`src/rtl/spi_register_slave.sv`:
```
// SPI mode-0 register slave: one 8-bit command (R/W + address) followed by one 16-bit data word.
// All SPI pins are oversampled in the clk domain, so sclk must stay well below clk.
module spi_register_slave #(
    parameter int SIZE_COMMAND    = 8,
    parameter int SIZE_REGISTER   = 16,
    parameter int NUMBER_REGISTER = 128,
    localparam int ADDR_W         = $clog2(NUMBER_REGISTER)
) (
    input  logic                     clk,
    input  logic                     reset,
    input  logic                     spi_sclk,
    input  logic                     spi_cs_n,
    input  logic                     spi_mosi,
    output logic                     spi_miso,
    output logic                     spi_miso_oe,
    output logic [ADDR_W-1:0]        reg_addr,
    output logic                     reg_wr_en,
    output logic [SIZE_REGISTER-1:0] reg_wr_data,
    output logic                     reg_rd_en,
    input  logic [SIZE_REGISTER-1:0] reg_rd_data,
    output logic                     frame_error,
    output logic [1:0]               dbg_state
);

    typedef enum logic [1:0] {
        IDLE    = 2'd0,
        COMMAND = 2'd1,
        DATA    = 2'd2,
        DONE    = 2'd3
    } state_t;

    localparam int         FRAME_EDGES     = SIZE_COMMAND + SIZE_REGISTER;
    localparam logic [5:0] LAST_CMD_EDGE   = 6'(SIZE_COMMAND - 1);
    localparam logic [5:0] LAST_FRAME_EDGE = 6'(FRAME_EDGES - 1);

    // Handshake with the register file: reg_wr_en and reg_rd_en are single-cycle
    // strobes with no back-pressure; reg_rd_data must be valid exactly one clk
    // after reg_rd_en and is sampled only in that cycle.

    state_t state_q, state_d;

    logic [2:0]               sclk_sync;
    logic [2:0]               cs_sync;
    logic [1:0]               mosi_sync;
    logic [1:0]               settle_cnt;
    logic                     cs_armed;
    logic [5:0]               bit_cnt;
    logic [SIZE_COMMAND-2:0]  cmd_shift;
    logic [SIZE_REGISTER-2:0] rx_shift;
    logic [SIZE_REGISTER-1:0] tx_shift;
    logic                     is_read;
    logic                     rd_capture;

    logic                     sclk_rise;
    logic                     sclk_fall;
    logic                     cs_rise;
    logic                     cs_fall;
    logic                     mosi_bit;
    logic [SIZE_COMMAND-1:0]  cmd_word;
    logic [SIZE_REGISTER-1:0] rx_word;
    logic                     frame_start;
    logic                     abort;
    logic                     cmd_done;
    logic                     data_done;

    assign dbg_state = state_q;

    // Two synchronizer flops per pin plus a third for edge detection on sclk and cs_n.
    always_ff @(posedge clk) begin
        if (reset) begin
            sclk_sync  <= 3'b000;
            cs_sync    <= 3'b111;
            mosi_sync  <= 2'b00;
            settle_cnt <= 2'd0;
            cs_armed   <= 1'b0;
        end else begin
            sclk_sync <= {sclk_sync[1:0], spi_sclk};
            cs_sync   <= {cs_sync[1:0], spi_cs_n};
            mosi_sync <= {mosi_sync[0], spi_mosi};
            if (settle_cnt != 2'd3) begin
                settle_cnt <= settle_cnt + 2'd1;
            end
            // Once the chain holds real pin samples, a frame may start only after
            // cs_n has been seen high; this drops the tail of a frame cut by reset.
            if (settle_cnt == 2'd3 && cs_sync[1] && cs_sync[2]) begin
                cs_armed <= 1'b1;
            end
        end
    end

    always_comb begin
        sclk_rise   = sclk_sync[1] & ~sclk_sync[2];
        sclk_fall   = ~sclk_sync[1] & sclk_sync[2];
        cs_rise     = cs_sync[1] & ~cs_sync[2];
        cs_fall     = ~cs_sync[1] & cs_sync[2];
        mosi_bit    = mosi_sync[1];
        cmd_word    = {cmd_shift, mosi_bit};
        rx_word     = {rx_shift, mosi_bit};
        frame_start = (state_q == IDLE) && cs_fall && cs_armed;
        abort       = ((state_q == COMMAND) || (state_q == DATA)) && cs_rise;
        cmd_done    = (state_q == COMMAND) && sclk_rise && !cs_rise && (bit_cnt == LAST_CMD_EDGE);
        data_done   = (state_q == DATA) && sclk_rise && !cs_rise && (bit_cnt == LAST_FRAME_EDGE);
    end

    always_ff @(posedge clk) begin
        if (reset) begin
            state_q <= IDLE;
        end else begin
            state_q <= state_d;
        end
    end

    always_comb begin
        state_d = state_q;
        case (state_q)
            IDLE: begin
                if (frame_start) begin
                    state_d = COMMAND;
                end
            end
            COMMAND: begin
                if (abort) begin
                    state_d = IDLE;
                end else if (cmd_done) begin
                    state_d = DATA;
                end
            end
            DATA: begin
                if (abort) begin
                    state_d = IDLE;
                end else if (data_done) begin
                    state_d = DONE;
                end
            end
            DONE: begin
                if (cs_rise) begin
                    state_d = IDLE;
                end
            end
            default: state_d = IDLE;
        endcase
    end

    always_ff @(posedge clk) begin
        if (reset) begin
            bit_cnt     <= 6'd0;
            cmd_shift   <= '0;
            rx_shift    <= '0;
            tx_shift    <= '0;
            is_read     <= 1'b0;
            rd_capture  <= 1'b0;
            reg_addr    <= '0;
            reg_wr_en   <= 1'b0;
            reg_wr_data <= '0;
            reg_rd_en   <= 1'b0;
            frame_error <= 1'b0;
            spi_miso    <= 1'b0;
            spi_miso_oe <= 1'b0;
        end else begin
            reg_wr_en   <= 1'b0;
            reg_rd_en   <= 1'b0;
            frame_error <= 1'b0;
            rd_capture  <= reg_rd_en;

            // The read word lands well before the first data falling edge,
            // because sclk high time covers the rd_en to capture latency.
            if (rd_capture) begin
                tx_shift <= reg_rd_data;
            end else if ((state_q == DATA) && sclk_fall && is_read && !cs_rise) begin
                tx_shift <= {tx_shift[SIZE_REGISTER-2:0], 1'b0};
            end

            case (state_q)
                IDLE: begin
                    spi_miso    <= 1'b0;
                    spi_miso_oe <= 1'b0;
                    if (frame_start) begin
                        bit_cnt   <= 6'd0;
                        cmd_shift <= '0;
                        rx_shift  <= '0;
                        is_read   <= 1'b0;
                    end
                end
                COMMAND: begin
                    if (abort) begin
                        frame_error <= 1'b1;
                    end else if (sclk_rise) begin
                        cmd_shift <= cmd_word[SIZE_COMMAND-2:0];
                        bit_cnt   <= bit_cnt + 6'd1;
                        if (cmd_done) begin
                            reg_addr  <= cmd_word[ADDR_W-1:0];
                            is_read   <= cmd_word[SIZE_COMMAND-1];
                            reg_rd_en <= cmd_word[SIZE_COMMAND-1];
                        end
                    end
                end
                DATA: begin
                    if (abort) begin
                        frame_error <= 1'b1;
                        spi_miso    <= 1'b0;
                        spi_miso_oe <= 1'b0;
                    end else if (sclk_rise) begin
                        rx_shift <= rx_word[SIZE_REGISTER-2:0];
                        bit_cnt  <= bit_cnt + 6'd1;
                        if (data_done) begin
                            reg_wr_en   <= !is_read;
                            spi_miso    <= 1'b0;
                            spi_miso_oe <= 1'b0;
                            if (!is_read) begin
                                reg_wr_data <= rx_word;
                            end
                        end
                    end else if (sclk_fall && is_read) begin
                        spi_miso    <= tx_shift[SIZE_REGISTER-1];
                        spi_miso_oe <= 1'b1;
                    end
                end
                DONE: begin
                    spi_miso    <= 1'b0;
                    spi_miso_oe <= 1'b0;
                end
                default: begin
                    spi_miso    <= 1'b0;
                    spi_miso_oe <= 1'b0;
                end
            endcase
        end
    end

endmodule

```
`config.mk`:
```
export PLATFORM = sky130hd
export DESIGN_NAME = spi_register_slave
export DESIGN_NICKNAME = d
export VERILOG_FILES = /design/src/rtl/spi_register_slave.sv
export SDC_FILE = /design/constraint.sdc
export NUM_CORES = 1
export LEC_CHECK = 0
export CAP_MARGIN = 10
export CORE_MARGIN = 2
export CORE_UTILIZATION = 50
export CTS_CLUSTER_DIAMETER = 120
export DETAILED_ROUTE_END_ITERATION = 10
export HOLD_SLACK_MARGIN = 0.12
export PLACE_DENSITY = 0.85
export SLEW_MARGIN = 20
export SYNTH_ARGS = -nofsm -noshare
export SYNTH_HDL_FRONTEND = slang
export SYNTH_SLANG_ARGS = --single-unit
```
`constraint.sdc`:
```
create_clock -name clk -period 2.79 [get_ports clk]
set_clock_uncertainty 0.15 [all_clocks]
set_input_delay 0.279 -clock clk [delete_from_list [all_inputs] [get_ports clk]]
set_output_delay 0.279 -clock clk [all_outputs]
set_load 0.01 [all_outputs]
```
# After elaboration in Yosys (flattened, before gate mapping)
# Index checks and enable logic that the tools add are counted.
# W data, S select, Z words.
# op_classes
eq_ne	20
n_addsub	2
n_reduce_logical	37
muxes	36
bitwise	16
# op_table
op	n
$mux W15	3
$mux W16	2
$pmux W15 S2	1
$mux W7	3
$reduce_and A4 Y1	5
$mux W6	3
$ne A2 B2 Y1 const B	9
$logic_and A1 B1 Y1	15
$pmux W7 S2	1
$mux W1	12
$mux W2	6
$not A1 Y1	12
$pmux W6 S2	1
$reduce_and A5 Y1	2
$reduce_bool A2 Y1	5
$reduce_or A5 Y1	2
$pmux W2 S4	1
$add A6 B1 Y6 const B	1
$eq A2 B2 Y1 const B	3
$eq A6 B3 Y1 const B	1
$eq A6 B5 Y1 const B	1
$ne A3 B3 Y1 const B	2
$pmux W1 S2	3
$reduce_or A2 Y1	3
other kinds (10)	14
# totals
regBits	87
out_inout_bits	30
inputBits	21
word_cells	130

# Depth between registers and ports, before layout
# depth
word_depth	9
ltp_mapped	8
depth_no_buf	6

# Least setup slack after synthesis
# Ideal clock, no wire load.
# synth_path
path_kind	register to register
start	register state_q[0], in the netlist dbg_state[0]
end	register reg_wr_data[10]
path_slack_ns	0.594
stages_incl_launch_ff	9
required_time_ns	2.508
setup_time_ns	0.132
n_path_buf	2
synth_period_minus_slack_ns	2.196
arrival_ns	1.914
path_cell_list	dfxtp_1 > inv_1 > ha_1 > and3b_4 > or3_1 > buf_2 > buf_6 > o21ai_1 > a21oi_1
# synth_via
elab_chain_len	5
elab_cells_between_ends	9
cone_classes	eq/ne (2); bitwise (1); reduce/logical (6)
# synth_lines
element	line_no	rtl
start, declared	40	state_t state_q, state_d;
start signal, assigned	109	state_q <= state_d;
$eq A2 B2 Y1 or $eq A2 B1 Y1 (tied branches)	100, 102, 173	
$logic_and A1 B1 Y1 or $logic_or A1 B1 Y1 (tied branches)	102, 100	
$logic_and A1 B1 Y1, on equally long branches	102, 100	
$logic_and A1 B1 Y1 or $not A1 Y1 (tied branches)	n/a	
$reduce_and A5 Y1 (no source line) (*)	n/a	
end signal, assigned	210	reg_wr_data <= rx_word;
end, declared	18	output logic [SIZE_REGISTER-1:0] reg_wr_data,
# Every way passes the cells marked *; elsewhere a longest branch is shown, timed or not.
# A chain may end at the register's enable or synchronous reset.

# Worst setup path in the final report
# layout_path
start	register state_q[0], in the netlist dbg_state[0]
end	register tx_shift[6]
# layout_via
elab_chain_len	5
# layout_lines
element	line_no	rtl
$eq A2 B2 Y1	169	end else if ((state_q == DATA) && sclk_fall && is_read && !cs_rise) begin
$logic_and A1 B1 Y1 (3 in a row)	169	
$reduce_bool A2 Y1 (no source line)	n/a	
end signal, assigned	168	tx_shift <= reg_rd_data;
end signal, assigned	170	tx_shift <= {tx_shift[SIZE_REGISTER-2:0], 1'b0};
end, declared	50	logic [SIZE_REGISTER-1:0] tx_shift;
# Every way passes these cells.

==> summary.md <==
| Metric | Value |
|---|---|
| Leading area contributor after synthesis | `dfxtp_1` |
| Multi-input gate area | `~1800 um2` |
| CTS Buffer Depth | `2` |
| Syn avg cell area | `9.42 um2` |
| Synth warn | `0` |
| Pint | `about 1.7 mW` |
| Final Hold Viols | `0` |
| EDFF count, synth | `0` |
| Via/cell ratio | `5.61` |
| Sw Ratio | `26.7%` |
| Flop and latch count out of synthesis | `87` |
| IR drop worst, VDD | `0.272 mV` |
| Starting density of the core | `51.2%` |
| Sequential power share | `55.8%` |
| FF/Latch Area | `1740 um2` |
| P_leak | `~1.6 nW` |
| Top-area cell type share of the netlist area | `47.4%` |
| FP Rows | `31` |
| Worst hold path type | `input pin to register` |
| First-pass GRT wire length | `12.7 mm` |
| Final core utilization | `approximately three fifths` |
| Outcome | `complete, no violations` |
| Critical-path maximum fanout | `16` |
| Commonest cells post-synth | `87 x dfxtp_1, 40 x a21oi_1, 30 x nand3_1` |
| RSZ-0062 raised after global routing | `false` |
| Inserted Clock Buffers | `9` |
| Buffers on Ports | `50` |
| Post-synth cell types | `52` |
| CP Data Required Time | `between 2 and 3 ns` |
| Post-CTS setup buffer count | `0` |
| Crit path arrival time | `approximately 2.6 ns` |
| Combinational Power Share | `10.1%` |
| Root Buffer | `clkbuf_8` |
| Final ANT Viol Nets | `0` |
| Pwr Density | `523 nW/um2` |
| DRT Pass-1 Iters | `5` |
| Clk sinks | `just under 90` |
| H-tree levels | `3` |
| CP Launch Type | `register` |
| Clock power frac | `34.1%` |
| Hold Slack | `0.261 ns` |
| Pin count of the biggest net entering global routing | `39` |
| Critical path type | `register to register` |
| Syn_nets | `419` |
| Async SR Flop Fraction | `0%` |
| Max-cap violations | `0` |
| Drt total wl | `between 7 and 8 mm` |
| Layout Nets | `between 400 and 500` |
| Die Y | `89.7 um` |
| Setup TNS | `0 ns` |
| 1st-iter DRT viols | `140` |
| CTS tree | `done` |
| Latest clock arrival within the worst-skew pair | `0.36 ns` |
| Final WS setup | `0.268 ns` |
| Global router's overall resource usage | `between 10% and 20%` |
| Most common cell in the synthesized netlist | `dfxtp_1` |
| Initial antenna violation count | `0` |
| Endpoints failing setup | `0` |
| Switch Pwr | `611 uW` |
| Cells after Synth | `390` |
| Clock slew at reported path FFs | `0.09 ns` |
| Area Overhead vs Synth | `18.9%` |
| Count of pins over their slew limit | `0` |
| GPL Wtd Cong | `a little under 1` |
| Tmin final | `2.52 ns` |
| DRC Markers | `0` |
| HPWL after DPL | `5.18 mm` |
| Mapped Area | `3670 um2` |
| Sequential fraction of the synthesis area | `a little under half` |
| Die area | `8050 um2` |
| Num ports | `51` |
| Crit. End Element | `register` |
| Vias in the first global route | `2833` |
| Die Width | `89.7 um` |
| CTS Hold Bufs | `0` |
| Ant diodes | `0` |
| Synth Flop Type | `dfxtp_1` |
| Pre-CTS WS | `0.335 ns` |
| Share of layout cells above drive strength 1 | `8.26%` |
| Synth area leaders | `dfxtp_1 47%, a21oi_1 5.4%, mux2i_1 5.4%` |
| Period utilisation layout | `90.4%` |
| Via count | `roughly 3k` |
| WL/cell | `between 10 and 15 um` |
| Placed Area | `4200 um2` |
| # fillers | `600` |
| Post-CTS sizing | `0` |
| Core area | `approximately 7200 um2` |
| Remaining Overflow, GRT | `0` |
| F_max | `397 MHz` |
| Slew @ Worst Pin | `0.860 ns` |
| Final Cell Area | `4370 um2` |
| Headroom to the max-slew limit | `42.3%` |
==> registers in the layout (all words and copies together), names as in the netlist <==
name	cells
bit_cnt	6
cmd_shift	7
cs_armed	1
cs_sync	3
dbg_state	2
frame_error	1
is_read	1
mosi_sync	2
rd_capture	1
reg_addr	7
reg_rd_en	1
reg_wr_data	16
reg_wr_en	1
rx_shift	15
sclk_sync	3
settle_cnt	2
spi_miso	1
spi_miso_oe	1
tx_shift	16
==> cell type report <==
| type | instances | area share (%) |
|---|---|---|
| multi-input combinational | 268 | 40.2 |
| clock buffer | 10 | 2.92 |
| inverter | 9 | 0.773 |
| tap | 99 | 2.84 |
| clock inverter | 6 | 1.00 |
| timing repair buffer | 56 | 12.4 |
| sequential | 87 | 39.9 |
==> worst max-delay path, cell delays in order (launching register included) <==
cell,delay (ns)
dfxtp_1,0.38
inv_1,0.13
ha_1,0.34
inv_2,0.11
or3_1,0.74
mux2i_1,0.24
a211oi_1,0.33
==> cells in the final DEF (no fill, tap or decap), types with 2 or more instances in the layout <==
cell,n
nor2_1,23
buf_4,6
nand2_1,22
nand4_1,4
a21boi_0,3
nand2b_1,7
o2111ai_1,2
inv_1,8
nor3_2,2
a22o_1,15
nor2b_1,11
or2_2,2
dfxtp_1,87
inv_6,2
ha_1,8
a21oi_1,40
mux2i_1,20
o21ai_0,17
nor4_1,2
a211oi_1,15
clkinv_2,2
and3b_1,3
nand3_1,30
nor3_1,2
or3_1,2
nand3b_1,3
a31oi_1,2
a41oi_1,2
o21ai_1,10
clkbuf_8,9
clkdlybuf4s50_1,49
and4_1,2
==> per-stage QoR <==
stage | cells | total power, mW
floorplan | 390 | 1.45
global placement | 519 | 1.52
detailed placement | 519 | 1.53
CTS | 535 | 2.29
global route | 535 | 2.36
finish | 535 | 2.28
==> power by group through the flow <==
stage / logic [mW] / clock network, mW / registers [mW]
floorplan: 0.149 / 0 / 1.30
global placement: 0.220 / 0 / 1.30
detailed placement: 0.225 / 0 / 1.30
CTS: 0.227 / 0.789 / 1.27
global route: 0.253 / 0.834 / 1.28
finish: 0.231 / 0.779 / 1.27
==> per-layer routing <==
metal | GRT usage, % | part of all wire, % | vias up
li1 | - | - | 1494
met2 | 31.6 | 49 | 81
met5 | 0 | 0 | -
met1 | 23.7 | 45 | 1416
met4 | 10.1 | 1.7 | 0
met3 | 3.86 | 4.6 | 12
==> worst paths after layout <==
kind,start,endpoint,slack [ns],depth (start not counted)
max,dbg_state[0],tx_shift[6],0.27,6
min,reset,mosi_sync[1],0.26,2
max reg2reg,dbg_state[0],tx_shift[6],0.27,6
min reg2reg,cs_sync[0],cs_sync[1],0.27,1
==> cells by family after synthesis <==
group | Yosys count | share of synthesized area, %
and+or+nand+nor | 122 | 18.4
AOI/OAI and AO/OA | 117 | 21.0
DFF | 87 | 47.4
buffers and inverters | 35 | 4.77
muxes | 20 | 5.45
adders and majority gates | 8 | 2.72
xor gates and xnor gates | 1 | 0.238
Note: power is estimated with default switching activity, not from simulation.
